$ cat src/rtl/hdc_fusion_stream_driver.sv
// hdc_fusion_stream_driver
//   On-chip traffic engine for hdc_sensor_fusion. Stores NUM_ENTRY feature
//   vectors with expected valence/arousal labels, streams the features into
//   the core (fin_valid/fin_ready), drains labels (dout_valid/dout_ready),
//   counts label mismatches and measures per-entry latency in cycles.
//   Optional build macro: HDC_DRV_RX_BACKPRESSURE_EN -- when defined,
//   dout_ready drops for gap_cycles cycles after every consumed label.
module hdc_fusion_stream_driver #(
  parameter int FEAT_W     = 64,
  parameter int NUM_ENTRY  = 20,
  parameter int ENTRY_W    = $clog2(NUM_ENTRY + 1),
  parameter int GAP_W      = 4,
  parameter int CYC_W      = 32,
  parameter int CHECK_SKIP = 2
) (
  input  logic              clk,
  input  logic              rst,
  input  logic              load_valid,
  output logic              load_ready,
  input  logic [FEAT_W-1:0] load_feature,
  input  logic              load_v,
  input  logic              load_a,
  input  logic              clear,
  input  logic              start,
  input  logic [GAP_W-1:0]  gap_cycles,
  output logic [FEAT_W-1:0] features_top,
  output logic              fin_valid,
  input  logic              fin_ready,
  input  logic              valence,
  input  logic              arousal,
  input  logic              dout_valid,
  output logic              dout_ready,
  output logic              busy,
  output logic              done,
  output logic [ENTRY_W:0]  num_fail,
  output logic [CYC_W-1:0]  total_latency,
  output logic [CYC_W-1:0]  max_latency,
  output logic              protocol_err
);

  localparam logic [ENTRY_W-1:0] N_L    = ENTRY_W'(NUM_ENTRY);
  localparam logic [ENTRY_W-1:0] SKIP_L = ENTRY_W'(CHECK_SKIP);

  typedef enum logic [1:0] {S_IDLE = 2'd0, S_RUN = 2'd1, S_DONE = 2'd2} state_t;

  state_t              state_q;
  logic [ENTRY_W-1:0]  wr_ptr_q, tx_ptr_q, rx_ptr_q;
  logic [CYC_W-1:0]    cyc_q, total_q, max_q;
  logic [ENTRY_W:0]    num_fail_q;
  logic [GAP_W-1:0]    gap_q, txgap_q;
  logic                fin_valid_q, dout_ready_q, perr_q;
  logic [FEAT_W-1:0]   feat_q;
`ifdef HDC_DRV_RX_BACKPRESSURE_EN
  logic [GAP_W-1:0]    rxgap_q;
`endif

  logic [FEAT_W-1:0]   mem_q   [NUM_ENTRY];
  logic                exp_v_q [NUM_ENTRY];
  logic                exp_a_q [NUM_ENTRY];
  logic [CYC_W-1:0]    stamp_q [NUM_ENTRY];

  logic                full_d, ctl_idle_d, load_fire_d, start_fire_d, clear_fire_d;
  logic                fin_fire_d, dout_fire_d, rx_ok_d;
  logic [ENTRY_W-1:0]  tx_nxt_d, rx_nxt_d;
  logic [CYC_W-1:0]    lat_d;
  logic [1:0]          mism_d;

  // Latency accumulation clamps at all-ones instead of wrapping.
  function automatic logic [CYC_W-1:0] sat_add(input logic [CYC_W-1:0] a,
                                               input logic [CYC_W-1:0] b);
    logic [CYC_W:0] s;
    s = {1'b0, a} + {1'b0, b};
    return s[CYC_W] ? {CYC_W{1'b1}} : s[CYC_W-1:0];
  endfunction

  assign full_d       = (wr_ptr_q == N_L);
  assign ctl_idle_d   = (state_q != S_RUN);
  assign load_ready   = ctl_idle_d && !full_d;
  // clear has priority over a load or start in the same cycle
  assign clear_fire_d = clear && ctl_idle_d;
  assign load_fire_d  = load_valid && load_ready && !clear;
  assign start_fire_d = start && ctl_idle_d && full_d && !clear;
  assign fin_fire_d   = fin_valid_q && fin_ready;
  assign dout_fire_d  = dout_valid && dout_ready_q;
  // A label is only legal for an entry whose feature was already handed over
  assign rx_ok_d      = (rx_ptr_q < tx_ptr_q);
  assign tx_nxt_d     = tx_ptr_q + 1'b1;
  assign rx_nxt_d     = rx_ptr_q + 1'b1;
  assign lat_d        = cyc_q - stamp_q[rx_ptr_q];
  assign mism_d       = {1'b0, valence != exp_v_q[rx_ptr_q]} + {1'b0, arousal != exp_a_q[rx_ptr_q]};

  assign features_top  = feat_q;
  assign fin_valid     = fin_valid_q;
  assign dout_ready    = dout_ready_q;
  assign busy          = (state_q == S_RUN);
  assign done          = (state_q == S_DONE);
  assign num_fail      = num_fail_q;
  assign total_latency = total_q;
  assign max_latency   = max_q;
  assign protocol_err  = perr_q;

  // Control FSM: loading, run sequencing, TX/RX handshakes and result counters
  always_ff @(posedge clk or negedge rst) begin
    if (!rst) begin
      state_q      <= S_IDLE;
      wr_ptr_q     <= '0;
      tx_ptr_q     <= '0;
      rx_ptr_q     <= '0;
      cyc_q        <= '0;
      total_q      <= '0;
      max_q        <= '0;
      num_fail_q   <= '0;
      gap_q        <= '0;
      txgap_q      <= '0;
      fin_valid_q  <= 1'b0;
      dout_ready_q <= 1'b0;
      perr_q       <= 1'b0;
      feat_q       <= '0;
`ifdef HDC_DRV_RX_BACKPRESSURE_EN
      rxgap_q      <= '0;
`endif
    end else begin
      case (state_q)
        S_RUN: begin
          cyc_q <= cyc_q + 1'b1;
          // TX: hold the vector until accepted, then optionally idle gap_q cycles
          if (fin_fire_d) begin
            tx_ptr_q <= tx_nxt_d;
            if (gap_q == '0 && tx_nxt_d < N_L) begin
              fin_valid_q <= 1'b1;
              feat_q      <= mem_q[tx_nxt_d];
            end else begin
              fin_valid_q <= 1'b0;
              txgap_q     <= gap_q;
            end
          end else if (!fin_valid_q && txgap_q != '0) begin
            txgap_q <= txgap_q - 1'b1;
            if (txgap_q == GAP_W'(1) && tx_ptr_q < N_L) begin
              fin_valid_q <= 1'b1;
              feat_q      <= mem_q[tx_ptr_q];
            end
          end
          // RX: score the label against the stored expectation
          if (dout_fire_d) begin
            if (!rx_ok_d) begin
              perr_q <= 1'b1;
            end else begin
              total_q <= sat_add(total_q, lat_d);
              if (lat_d > max_q) max_q <= lat_d;
              if (rx_ptr_q >= SKIP_L) num_fail_q <= num_fail_q + (ENTRY_W+1)'(mism_d);
              rx_ptr_q <= rx_nxt_d;
              if (rx_nxt_d == N_L) begin
                state_q      <= S_DONE;
                dout_ready_q <= 1'b0;
                fin_valid_q  <= 1'b0;
              end
`ifdef HDC_DRV_RX_BACKPRESSURE_EN
              else if (gap_q != '0) begin
                dout_ready_q <= 1'b0;
                rxgap_q      <= gap_q;
              end
`endif
            end
          end
`ifdef HDC_DRV_RX_BACKPRESSURE_EN
          else if (!dout_ready_q && rxgap_q != '0) begin
            rxgap_q <= rxgap_q - 1'b1;
            if (rxgap_q == GAP_W'(1)) dout_ready_q <= 1'b1;
          end
`endif
        end
        default: begin
          if (clear_fire_d) begin
            state_q    <= S_IDLE;
            wr_ptr_q   <= '0;
            num_fail_q <= '0;
            total_q    <= '0;
            max_q      <= '0;
            perr_q     <= 1'b0;
          end else begin
            if (load_fire_d) wr_ptr_q <= wr_ptr_q + 1'b1;
            if (start_fire_d) begin
              state_q      <= S_RUN;
              tx_ptr_q     <= '0;
              rx_ptr_q     <= '0;
              cyc_q        <= '0;
              num_fail_q   <= '0;
              total_q      <= '0;
              max_q        <= '0;
              perr_q       <= 1'b0;
              gap_q        <= gap_cycles;
              txgap_q      <= '0;
              fin_valid_q  <= 1'b1;
              feat_q       <= mem_q[0];
              dout_ready_q <= 1'b1;
`ifdef HDC_DRV_RX_BACKPRESSURE_EN
              rxgap_q      <= '0;
`endif
            end
          end
        end
      endcase
    end
  end

  // Entry storage and launch timestamps; pure data, never reset
  always_ff @(posedge clk) begin
    if (load_fire_d) begin
      mem_q[wr_ptr_q]   <= load_feature;
      exp_v_q[wr_ptr_q] <= load_v;
      exp_a_q[wr_ptr_q] <= load_a;
    end
    if (fin_fire_d) stamp_q[tx_ptr_q] <= cyc_q;
  end

endmodule

$ cat config.mk
export PLATFORM = sky130hd
export DESIGN_NAME = hdc_fusion_stream_driver
export DESIGN_NICKNAME = d
export VERILOG_FILES = /design/src/rtl/hdc_fusion_stream_driver.sv
export SDC_FILE = /design/constraint.sdc
export NUM_CORES = 2
export LEC_CHECK = 0
export ABC_CLOCK_PERIOD_IN_PS = 9000
export BUFFER_PORTS_ARGS = -buffer_cell sky130_fd_sc_hd__buf_2
export CAP_MARGIN = 30
export CORE_MARGIN = 3
export CORE_UTILIZATION = 42
export DETAILED_ROUTE_END_ITERATION = 10
export PLACE_DENSITY_LB_ADDON = 0.1
export REMOVE_ABC_BUFFERS = 1
export SLEW_MARGIN = 40
export SYNTH_ARGS = -nofsm -noshare
export SYNTH_HDL_FRONTEND = slang
export SYNTH_SLANG_ARGS = --single-unit
export TNS_END_PERCENT = 30
$ cat constraint.sdc
create_clock -name clk -period 9 [get_ports clk]
set_clock_uncertainty 0.2 [all_clocks]
set_input_delay 1.8 -clock clk [delete_from_list [all_inputs] [get_ports clk]]
set_output_delay 1.8 -clock clk [all_outputs]
set_load 0.02 [all_outputs]
==> results list <==
- CTS clock-pin slew for the worst setup and hold paths: 0.06 ns
* Skew-Pair Late Insertion Delay: between 0.8 and 0.9 ns
- Most common cell after layout, fill and taps aside: sky130_fd_sc_hd__edfxtp_1
* Routed vias/inst: about 6
* Max-Cap Viols: 0
- The routed design could run at a clock period as short as around 7.7 ns.
- The critical path is of the reg2reg type.
* Final-report hold violation count: 0
- Core Region: 228000 sq um
* Hold-fix buffers, CTS: 0
- TritonCTS built the clock tree.
- Relative max-transition margin: roughly two fifths
* Max-slew violation count: 0
* Leakage: roughly 36 nW
- The count of nets left with antenna violations once routing finished came out at 0.
- The floorplan step defined a die boundary enclosing 237000 sq um.
- Synthesis handed over a netlist of 5388 instances.
* Vias in the first global route: 55600
- STA classifies the critical path endpoint as a flip-flop.
- Met3 usage in global routing: 3.35%
- Critical path launch point type: flip-flop
- Family of cells with the greatest summed delay on the critical path: compound AO/OA/AOI/OAI gates
- Post-synthesis area per instance: 18.0 sq um
* DIE WIDTH: approximately 490 um
- Dpl hpwl: approximately 150 mm
* Maximum single-stage delay on the critical path: around 0.70 ns
- Across every metal layer, demand over resource in global routing totals between 20% and 30%.
- Before antenna repair, the detailed router went through 6 iterations.
* Number of sinks handled by clock tree synthesis: ~2200
- WL final: 280 mm
- Pin placement for this block handled approximately 220 I/O pins.
- Req. time, crit path: ~9.6 ns
- For this run, the number of Yosys warnings is 0.
- The most used flip-flop cell after synthesis is sky130_fd_sc_hd__edfxtp_1.
* F_max: between 0.1 and 0.15 GHz
- Worst hold path type: reg2reg
* Slowest cell on crit path: sky130_fd_sc_hd__dfrtp_4
- Worst-case clock buffer depth: 3
- Summing every instance area after synthesis gives around 97000 sq um.
- Number of synthesized flops with an enable pin: about 2000
- After detailed routing, the number of remaining DRC violations is 0.
* Die Ht: 486 um
- Dividing the detail-routed wire length by the instance count gives about 32 um.
* Sequential share of the synthesized area: between 60% and 70%
- Synthesis inferred approximately 2200 register bits.
* Crit path buffers/inverters: 3
- Outcome: finished clean
- Remaining global-route overflow: 0
- Setup-failing EPs final: 0
- Pin count of the biggest net entering global routing: 130
- After synthesis, the share of flip-flops with an asynchronous set or reset is 9.01%.
- Of all nets on the critical path, the largest fanout is 25.
- Power spread over the standard cell area amounts to roughly 190 nW/um^2.
* Initial Util: a little over two fifths
- Peak supply drop: about 0.00018 V
- After global routing, the most crowded layer is met2.
- At the worst endpoint, the arrival time is 8.32 ns.
- Met2 Usage GRT: between 40% and 50%
- In this run the number of H-tree levels came out at 4.
- Net count of the finished layout: slightly below 6000
* RSZ-0062 raised after global routing: no
* Measured slew at the worst slew-check pin: 0.906 ns
- The tree is rooted in a sky130_fd_sc_hd__clkbuf_16.
* Number of clock buffers inserted by TritonCTS: about 230
* Top library cells by usage in the layout, fill and taps aside: sky130_fd_sc_hd__edfxtp_1 (1960), sky130_fd_sc_hd__mux4_2 (907), sky130_fd_sc_hd__nand2_1 (667), sky130_fd_sc_hd__a21oi_1 (306), sky130_fd_sc_hd__clkbuf_16 (229)
- DRT iter0 DRCs: 4683
- The floorplan has around 180 rows.
- In this run, distinct cell masters in the synthesized netlist total 71.
- The routed layout has around 54000 vias.
- Wire length of the first global-routing pass: a little over 400 mm
* Port bufs: 218
- Total negative slack for setup checks: 0 ns
- Portion of the clock cycle consumed by the worst path in the final layout: 86.0%
* Buffer count from post-CTS setup fixing: 0
- Routability Congestion: about 0.84
- Routing usage on met1: approximately a third
- Antenna violations before repair: 27
- Final core utilization: just under 50%
- In the final layout, the share of cells above drive strength 1 is around 29%.
- Signed area change from the synthesized netlist to the final layout: 13.7%
- Number of gates resized after cts: 0
==> state kept, by name (all words and copies together), names as in the netlist, 6 cells and up <==
name and count:
mem_q 1280, stamp_q 640, features_top 64, cyc_q 32, max_latency 32, total_latency 32
exp_a_q 20, exp_v_q 20, num_fail 6
==> cell families after synthesis <==
kind of cell / synth area share (%)
DFF: 65.7
and+or+nand+nor: 4.29
muxes: 21.5
AOI/OAI and AO/OA: 4.29
buffers and inverters: 1.76
adders and majority gates: 1.55
xor gates and xnor gates: 0.876
==> power breakdown <==
group / leakage, nW / total [mW] / switching, mW / internal [mW]
sequential: 20.5 / 10.9 / 0.0181 / 10.9
combinational: 11.7 / 0.227 / 0.172 / 0.0547
clock: 3.79 / 9.72 / 3.98 / 5.74
==> per-stage QoR <==
step           hold slack [ns]  instances  cell area [sq um]  setup WS [ns]  power [mW]
2_1_floorplan            0.272       5048              95500         -24.81        11.2
3_3_place_gp             0.290       8385             102000           1.01        11.4
3_5_place_dp             0.306       8403             102000           1.11        11.4
4_1_cts                  0.320       8833             110000           1.04        21.1
5_1_grt                  0.340       8840             110000          0.806        21.5
6_report                 0.321       8847             110000           1.26        20.9
==> cell usage after synthesis (8+ instances only) <==
| library cell | count | area share, % |
|---|---|---|
| sky130_fd_sc_hd__a21o_1 | 40 | 0.31 |
| sky130_fd_sc_hd__xor2_1 | 47 | 0.42 |
| sky130_fd_sc_hd__a211oi_1 | 69 | 0.53 |
| sky130_fd_sc_hd__nand2b_1 | 10 | 0.065 |
| sky130_fd_sc_hd__mux4_2 | 907 | 21 |
| sky130_fd_sc_hd__nor2_1 | 172 | 0.67 |
| sky130_fd_sc_hd__ha_1 | 115 | 1.5 |
| sky130_fd_sc_hd__nand4_1 | 21 | 0.14 |
| sky130_fd_sc_hd__a22o_1 | 32 | 0.29 |
| sky130_fd_sc_hd__nor3_1 | 8 | 0.041 |
| sky130_fd_sc_hd__o211ai_1 | 11 | 0.085 |
| sky130_fd_sc_hd__a22oi_1 | 65 | 0.50 |
| sky130_fd_sc_hd__inv_1 | 62 | 0.24 |
| sky130_fd_sc_hd__buf_1 | 47 | 0.18 |
| sky130_fd_sc_hd__nand3_1 | 31 | 0.16 |
| sky130_fd_sc_hd__mux2i_1 | 34 | 0.35 |
| sky130_fd_sc_hd__o21a_1 | 14 | 0.11 |
| sky130_fd_sc_hd__or3_1 | 12 | 0.077 |
| sky130_fd_sc_hd__o21ai_0 | 49 | 0.25 |
| sky130_fd_sc_hd__clkbuf_1 | 168 | 0.65 |
| sky130_fd_sc_hd__a31oi_1 | 31 | 0.20 |
| sky130_fd_sc_hd__edfxtp_1 | 1960 | 61 |
| sky130_fd_sc_hd__xnor2_1 | 50 | 0.45 |
| sky130_fd_sc_hd__and3_1 | 17 | 0.11 |
| sky130_fd_sc_hd__nand2_1 | 669 | 2.6 |
| sky130_fd_sc_hd__dfrtp_1 | 194 | 5.0 |
| sky130_fd_sc_hd__buf_2 | 115 | 0.59 |
| sky130_fd_sc_hd__and2_1 | 25 | 0.16 |
| sky130_fd_sc_hd__a21oi_1 | 306 | 1.6 |
==> path summary, 6_finish.rpt <==
| kind | from | endpoint | slack, ns | cells past startpoint |
|---|---|---|---|---|
| max | rx_ptr_q[0] | max_latency[20] | 1.26 | 25 |
| min | protocol_err | protocol_err | 0.32 | 2 |
| max reg2reg | rx_ptr_q[0] | max_latency[20] | 1.26 | 25 |
| min reg2reg | protocol_err | protocol_err | 0.32 | 2 |
| max in group asynchronous | rst | features_top[11] | 6.76 | 2 |
| min in group asynchronous | rst | total_latency[24] | 0.67 | 1 |
==> worst min-delay path: stages (launching register included) <==
cell and delay (ns):
sky130_fd_sc_hd__dfrtp_1 0.36, sky130_fd_sc_hd__nand2_1 0.05, sky130_fd_sc_hd__o21ai_0 0.07
==> per-layer routing <==
| layer | vias to the layer above | part of all wire (%) |
|---|---|---|
| li1 | 22600 | - |
| met1 | 29400 | 41 |
| met2 | 1690 | 51 |
| met3 | 446 | 5.3 |
| met4 | 8 | 2.5 |
| met5 | - | 0.022 |
==> area by class of cell <==
cell class,count,area [sq um]
fillers,19100,118000
flip-flops and latches,2154,63800
multi-input cells,2830,31900
clock buffers,291,6160
well taps,3009,3760
repair buffers,350,2760
clock inverters,139,1610
inverters,64,245
diodes,10,25.0
Note: power is estimated with default switching activity, not from simulation.
